===== src/rtl/serial_deser.sv =====
// ---------------------------------------------------------------------------
// serial_deser
//   Serial-to-parallel deserializer fed by the registered bit of dff_p.
//   Shifts W qualified serial bits into a word and presents the finished word
//   on a one-entry output buffer with a valid/ready handshake. A word that
//   completes while the buffer is full and not being popped is dropped and
//   flagged on the sticky ovf output.
//
// Parameters
//   W          word width, 2..16
//   MSB_FIRST  1: first received bit lands in data[W-1]; 0: in data[0]
//
// Ports
//   clk       in   rising-edge clock
//   rst_n     in   asynchronous active-low reset
//   di        in   serial bit (dff_p output)
//   di_vld    in   di is sampled on this edge when high
//   clr       in   synchronous clear of partial word, buffer state and ovf
//   data      out  [W-1:0] buffered word
//   data_vld  out  buffer holds a word
//   data_rdy  in   consumer pops the word when data_vld is also high
//   bit_cnt   out  [3:0] bits held in the partial word (0..W-1)
//   ovf       out  sticky: a completed word was dropped
// ---------------------------------------------------------------------------
module serial_deser #(
    parameter int W         = 8,
    parameter bit MSB_FIRST = 1'b1
) (
    input  logic         clk,
    input  logic         rst_n,
    input  logic         di,
    input  logic         di_vld,
    input  logic         clr,
    output logic [W-1:0] data,
    output logic         data_vld,
    input  logic         data_rdy,
    output logic [3:0]   bit_cnt,
    output logic         ovf
);

    localparam logic [0:0] EMPTY = 1'b0;
    localparam logic [0:0] FULL  = 1'b1;
    localparam logic [3:0] LAST  = 4'(W - 1);

    logic [W-1:0] sh;
    logic [W-1:0] sh_nxt;
    logic [0:0]   state;
    logic         done;

    // Shift-register value with the current bit applied; on the completing
    // edge this is also the finished word.
    generate
        if (MSB_FIRST) begin : g_msb
            assign sh_nxt = {sh[W-2:0], di};
        end else begin : g_lsb
            assign sh_nxt = {di, sh[W-1:1]};
        end
    endgenerate

    assign done     = di_vld && (bit_cnt == LAST);
    assign data_vld = (state == FULL);

    // Shift path
    always_ff @(posedge clk or negedge rst_n) begin
        if (!rst_n) begin
            sh      <= '0;
            bit_cnt <= '0;
        end else if (clr) begin
            sh      <= '0;
            bit_cnt <= '0;
        end else if (di_vld) begin
            if (done) begin
                // Word leaves via sh_nxt into the buffer; start a fresh one.
                sh      <= '0;
                bit_cnt <= '0;
            end else begin
                sh      <= sh_nxt;
                bit_cnt <= bit_cnt + 4'd1;
            end
        end
    end

    // Output buffer. data is deliberately left alone by clr and by a pop so
    // the last word stays readable; only reset zeroes it.
    always_ff @(posedge clk or negedge rst_n) begin
        if (!rst_n) begin
            state <= EMPTY;
            data  <= '0;
            ovf   <= 1'b0;
        end else if (clr) begin
            state <= EMPTY;
            ovf   <= 1'b0;
        end else begin
            case (state)
                EMPTY: begin
                    if (done) begin
                        state <= FULL;
                        data  <= sh_nxt;
                    end
                end
                FULL: begin
                    if (done) begin
                        // Pop and completion together refill with no bubble;
                        // without a pop the held word wins and the new one
                        // is dropped.
                        if (data_rdy) data <= sh_nxt;
                        else          ovf  <= 1'b1;
                    end else if (data_rdy) begin
                        state <= EMPTY;
                    end
                end
            endcase
        end
    end

endmodule


===== config.mk =====
export PLATFORM = sky130hd
export DESIGN_NAME = serial_deser
export DESIGN_NICKNAME = d
export VERILOG_FILES = /design/src/rtl/serial_deser.sv
export SDC_FILE = /design/constraint.sdc
export NUM_CORES = 1
export LEC_CHECK = 0
export CORE_MARGIN = 2
export CORE_UTILIZATION = 47
export CTS_BUF_LIST = sky130_fd_sc_hd__clkbuf_4 sky130_fd_sc_hd__clkbuf_8 sky130_fd_sc_hd__clkbuf_16
export DETAILED_ROUTE_END_ITERATION = 10
export GPL_TIMING_DRIVEN = 0
export PLACE_DENSITY = 0.83
export SLEW_MARGIN = 5
export SYNTH_ARGS = -nofsm -noshare
export SYNTH_HDL_FRONTEND = slang
export SYNTH_SLANG_ARGS = --single-unit

===== constraint.sdc =====
create_clock -name clk -period 2.13 [get_ports clk]
set_input_delay 0.213 -clock clk [delete_from_list [all_inputs] [get_ports clk]]
set_output_delay 0.213 -clock clk [all_outputs]
set_load 0.005 [all_outputs]

==> metrics.md <==
| Metric | Value |
|---|---|
| Status | completed |
| Share of total power consumed by net switching | between 20% and 30% |
| Normalized max-slew margin | approximately 38% |
| Number of setup violations in the final report | 0 |
| Tot GR Track Use | 16.2% |
| Filler cell count in the final layout | between 100 and 150 |
| Relative contribution of combinational cells to total power | a little under 7% |
| Tcrit/Tclk final | 83.8% |
| Biggest area consumer among synthesized cells | sky130_fd_sc_hd__dfrtp_1 |
| Number of pins with negative max-slew slack in the final report | 0 |
| Drt wl/cell | between 10 and 15 µm |
| Number of distinct standard cells referenced by the synthesized netlist | 18 |
| Largest net degree at the start of global routing | 22 |
| Crit Reg-Reg Startpoint | bit_cnt[0] |
| Class of the most critical hold timing path | in2reg |
| I/O pin count | 20 |
| Part of the total power dissipated in sequential elements | approximately 64% |
| Final RePlAce weighted congestion | ~0.76 |
| Global-route congestion overflow total | 0 |
| Via count of the first global-routing pass | 516 |
| Data required time at the worst endpoint | about 2.3 ns |
| Type of origin of the critical path | flip-flop |
| Buffer cell driving the clock tree root | sky130_fd_sc_hd__clkbuf_4 |
| Switching pwr | about 140 µW |
| Final setup margin | between 0.3 and 0.4 ns |
| Top-area cell type share of the netlist area | 61.9% |
| Fin. Hold Viols | 0 |
| Maximum number of buffers from clock root to sink | 2 |
| Sum Neg Setup Slack | 0 ns |
| Hold Worst Slack | approximately 0.30 ns |
| Share of final-layout standard cells stronger than drive strength 1 | a little over a fifth |
| Flip-flop and latch area | roughly 530 µm² |
| Maximum resistive drop on vdd | roughly 0.00038 V |
| Via-to-Cell Ratio | between 5 and 6 |
| WS Path Type | reg2reg |
| Hold path depth | 2 |
| Count of mapped cells out of synthesis | 58 |
| Layout Area Growth over Synthesis | 28.1% |
| Period minus WS final | 1.79 ns |
| Hold Startpoint | clr |
| Terminating pin of the worst hold path | bit_cnt[2] |
| Clock latency at the later pin of the worst-skew pair | around 0.30 ns |
| Final cell area excluding filler cells | 1090 µm² |
| Post-synthesis net count | 65 |
| Setup skew after layout | roughly 0.0056 ns |
| Register-to-register setup slack | 0.34 ns |
| CTS tree | done |
| Detailed router's first-iteration violation count | 12 |
| Nature of the critical path endpoint | flip-flop |
| Commonest non-fill, non-tap cells in the layout | sky130_fd_sc_hd__dfrtp_1, sky130_fd_sc_hd__clkdlybuf4s50_1, sky130_fd_sc_hd__mux2_2 |
| Depth of the CTS H-tree | 1 |
| Row cnt | 15 |
| Number of cells upsized or downsized after cts | 0 |
| Effective utilization at floorplan | 49.7% |
| CTS clk-pin slew, worst paths | 0.11 ns |
| Synth area leaders | sky130_fd_sc_hd__dfrtp_1, sky130_fd_sc_hd__mux2_2, sky130_fd_sc_hd__a22o_1, sky130_fd_sc_hd__nand4b_4, sky130_fd_sc_hd__nor3b_4 |
| Sequential cell area fraction in the yosys report | 61.9% |
| Unrepaired setup endpoints after global routing | false |
| Wire length of the first global-routing pass | 2390 µm |
| Multi-input combinational cell area | between 300 and 400 µm² |
| Total standard cell area after synthesis | 850 µm² |
| Final standard cell utilization of the core | approximately 64% |
| Slew at the pin closest to its max-slew limit | 0.934 ns |
| Peak Freq | 0.560 GHz |
| Number of buffers created by CTS | 3 |
| Clock network power share | 28.9% |
| Drt pass-1 iters | 4 |
| Crit path DAT | around 2.0 ns |
| Vertical die dimension | 46.5 µm |
| Largest fanout of any net on the critical path | 8 |
| Internal Power | approximately 490 µW |
| Initial antenna violation count | 0 |
| Average instance area after synthesis | ~15 µm² |
| Hold-fix buffers, CTS | 0 |
| Final layout net count | around 90 |
| Remaining number of nets flagged by the antenna check after routing | 0 |
| Total of flip-flops plus latches after synthesis | 21 |
| Leak | 0.508 nW |
| Commonest non-fill, non-tap cell in the layout | sky130_fd_sc_hd__dfrtp_1 |
| CTS sink cnt | 21 |
| Number of DRC violations after detailed routing | 0 |
| Worst reg2reg path depth | 4 |
| Placement-stage worst setup slack | roughly 0.12 ns |
| Area enclosed by the die boundary | roughly 2200 µm² |
| Reg2Reg Capture Point | data[0] |
| Die Width | roughly 47 µm |
| Buffer count from post-CTS setup fixing | 0 |
| Final wirelength | about 1500 µm |
| Warnings, synthesis | 0 |
| Count of input and output buffers | 18 |
| DP Area | approximately 1100 µm² |
| Ant. Diodes | 0 |
| Hpwl dp | 1050 µm |
| Total power per unit cell area | roughly 590 nW/µm² |
| DR vias | 553 |
| Core area | 1710 µm² |
| Number of max-cap violations | 0 |
[critical path: stages, from the launching register on]
cell	delay [ns]
sky130_fd_sc_hd__dfrtp_1	0.42
sky130_fd_sc_hd__ha_1	0.30
sky130_fd_sc_hd__nand4b_4	0.15
sky130_fd_sc_hd__nor3b_4	0.42
sky130_fd_sc_hd__mux2_2	0.38
[worst max path at each step]
stage | startpoint | to | slack (ns)
floorplan | bit_cnt[0] | data[0] | 0.51
global placement | di_vld | data[2] | 0.18
detailed placement | di_vld | data[2] | 0.12
CTS | bit_cnt[0] | data[2] | 0.30
global route | bit_cnt[0] | data[0] | 0.17
finish | bit_cnt[0] | data[0] | 0.34
[power groups by stage]
stage | clock (mW) | combinational, mW | sequential, mW
after floorplan | 0 | 0.0168 | 0.417
final | 0.185 | 0.0441 | 0.410
after global routing | 0.200 | 0.0494 | 0.411
after detailed placement | 0 | 0.0448 | 0.418
after CTS | 0.190 | 0.0449 | 0.410
after global placement | 0 | 0.0434 | 0.417
[flip-flops by register name (all words and copies together), names as in the netlist]
register / count
ovf: 1
bit_cnt: 4
data: 8
sh: 7
data_vld: 1
[cells by family (layout without fill, tap and decap cells)]
kind of cell	after synthesis	in the layout	synth area share [%]
buffers and inverters	3	25	1.33
multiplexers	10	10	13.1
adder cells (fa/ha/maj)	1	1	1.47
XOR/XNOR	1	1	1.03
AND/OR/NAND/NOR	11	11	9.87
AO/OA/AOI/OAI	11	11	11.3
flip-flops	21	21	61.9
[per-stage QoR]
| step | power (mW) | std cells |
|---|---|---|
| 6_report | 0.639 | 105 |
| 5_1_grt | 0.661 | 105 |
| 4_1_cts | 0.645 | 105 |
| 3_5_place_dp | 0.463 | 101 |
| 3_3_place_gp | 0.461 | 101 |
| 2_1_floorplan | 0.434 | 58 |
[cell type report]
class | count | area share, %
Buffer | 1 | 0.345
Clock buffer | 3 | 2.07
Clock inverter | 1 | 0.460
Inverter | 2 | 0.690
Multi-Input combinational cell | 34 | 28.7
Sequential cell | 21 | 48.3
Tap cell | 25 | 2.87
Timing Repair Buffer | 18 | 16.6
[Yosys cell counts]
cell type / n
sky130_fd_sc_hd__mux2i_1: 1
sky130_fd_sc_hd__xor2_1: 1
sky130_fd_sc_hd__o21ba_2: 1
sky130_fd_sc_hd__a21oi_1: 2
sky130_fd_sc_hd__nand4_1: 1
sky130_fd_sc_hd__nand4b_4: 1
sky130_fd_sc_hd__clkbuf_1: 1
sky130_fd_sc_hd__nand2_1: 2
sky130_fd_sc_hd__nor2_1: 4
sky130_fd_sc_hd__nor3b_4: 1
sky130_fd_sc_hd__mux2_2: 9
sky130_fd_sc_hd__a311oi_2: 1
sky130_fd_sc_hd__dfrtp_1: 21
sky130_fd_sc_hd__nand2b_1: 1
sky130_fd_sc_hd__ha_1: 1
sky130_fd_sc_hd__or3_1: 1
sky130_fd_sc_hd__inv_1: 2
sky130_fd_sc_hd__a22o_1: 7
[metal layers]
metal,wire (µm),vias to the layer above,share of wire (%),track usage (%)
met1,673,281,45,22.3
li1,-,252,-,-
met2,719,18,48,24.2
met3,78,2,5.3,2.75
met5,0,-,0,0
met4,12,0,0.81,8.57
Power figures use the tool's default switching activity.
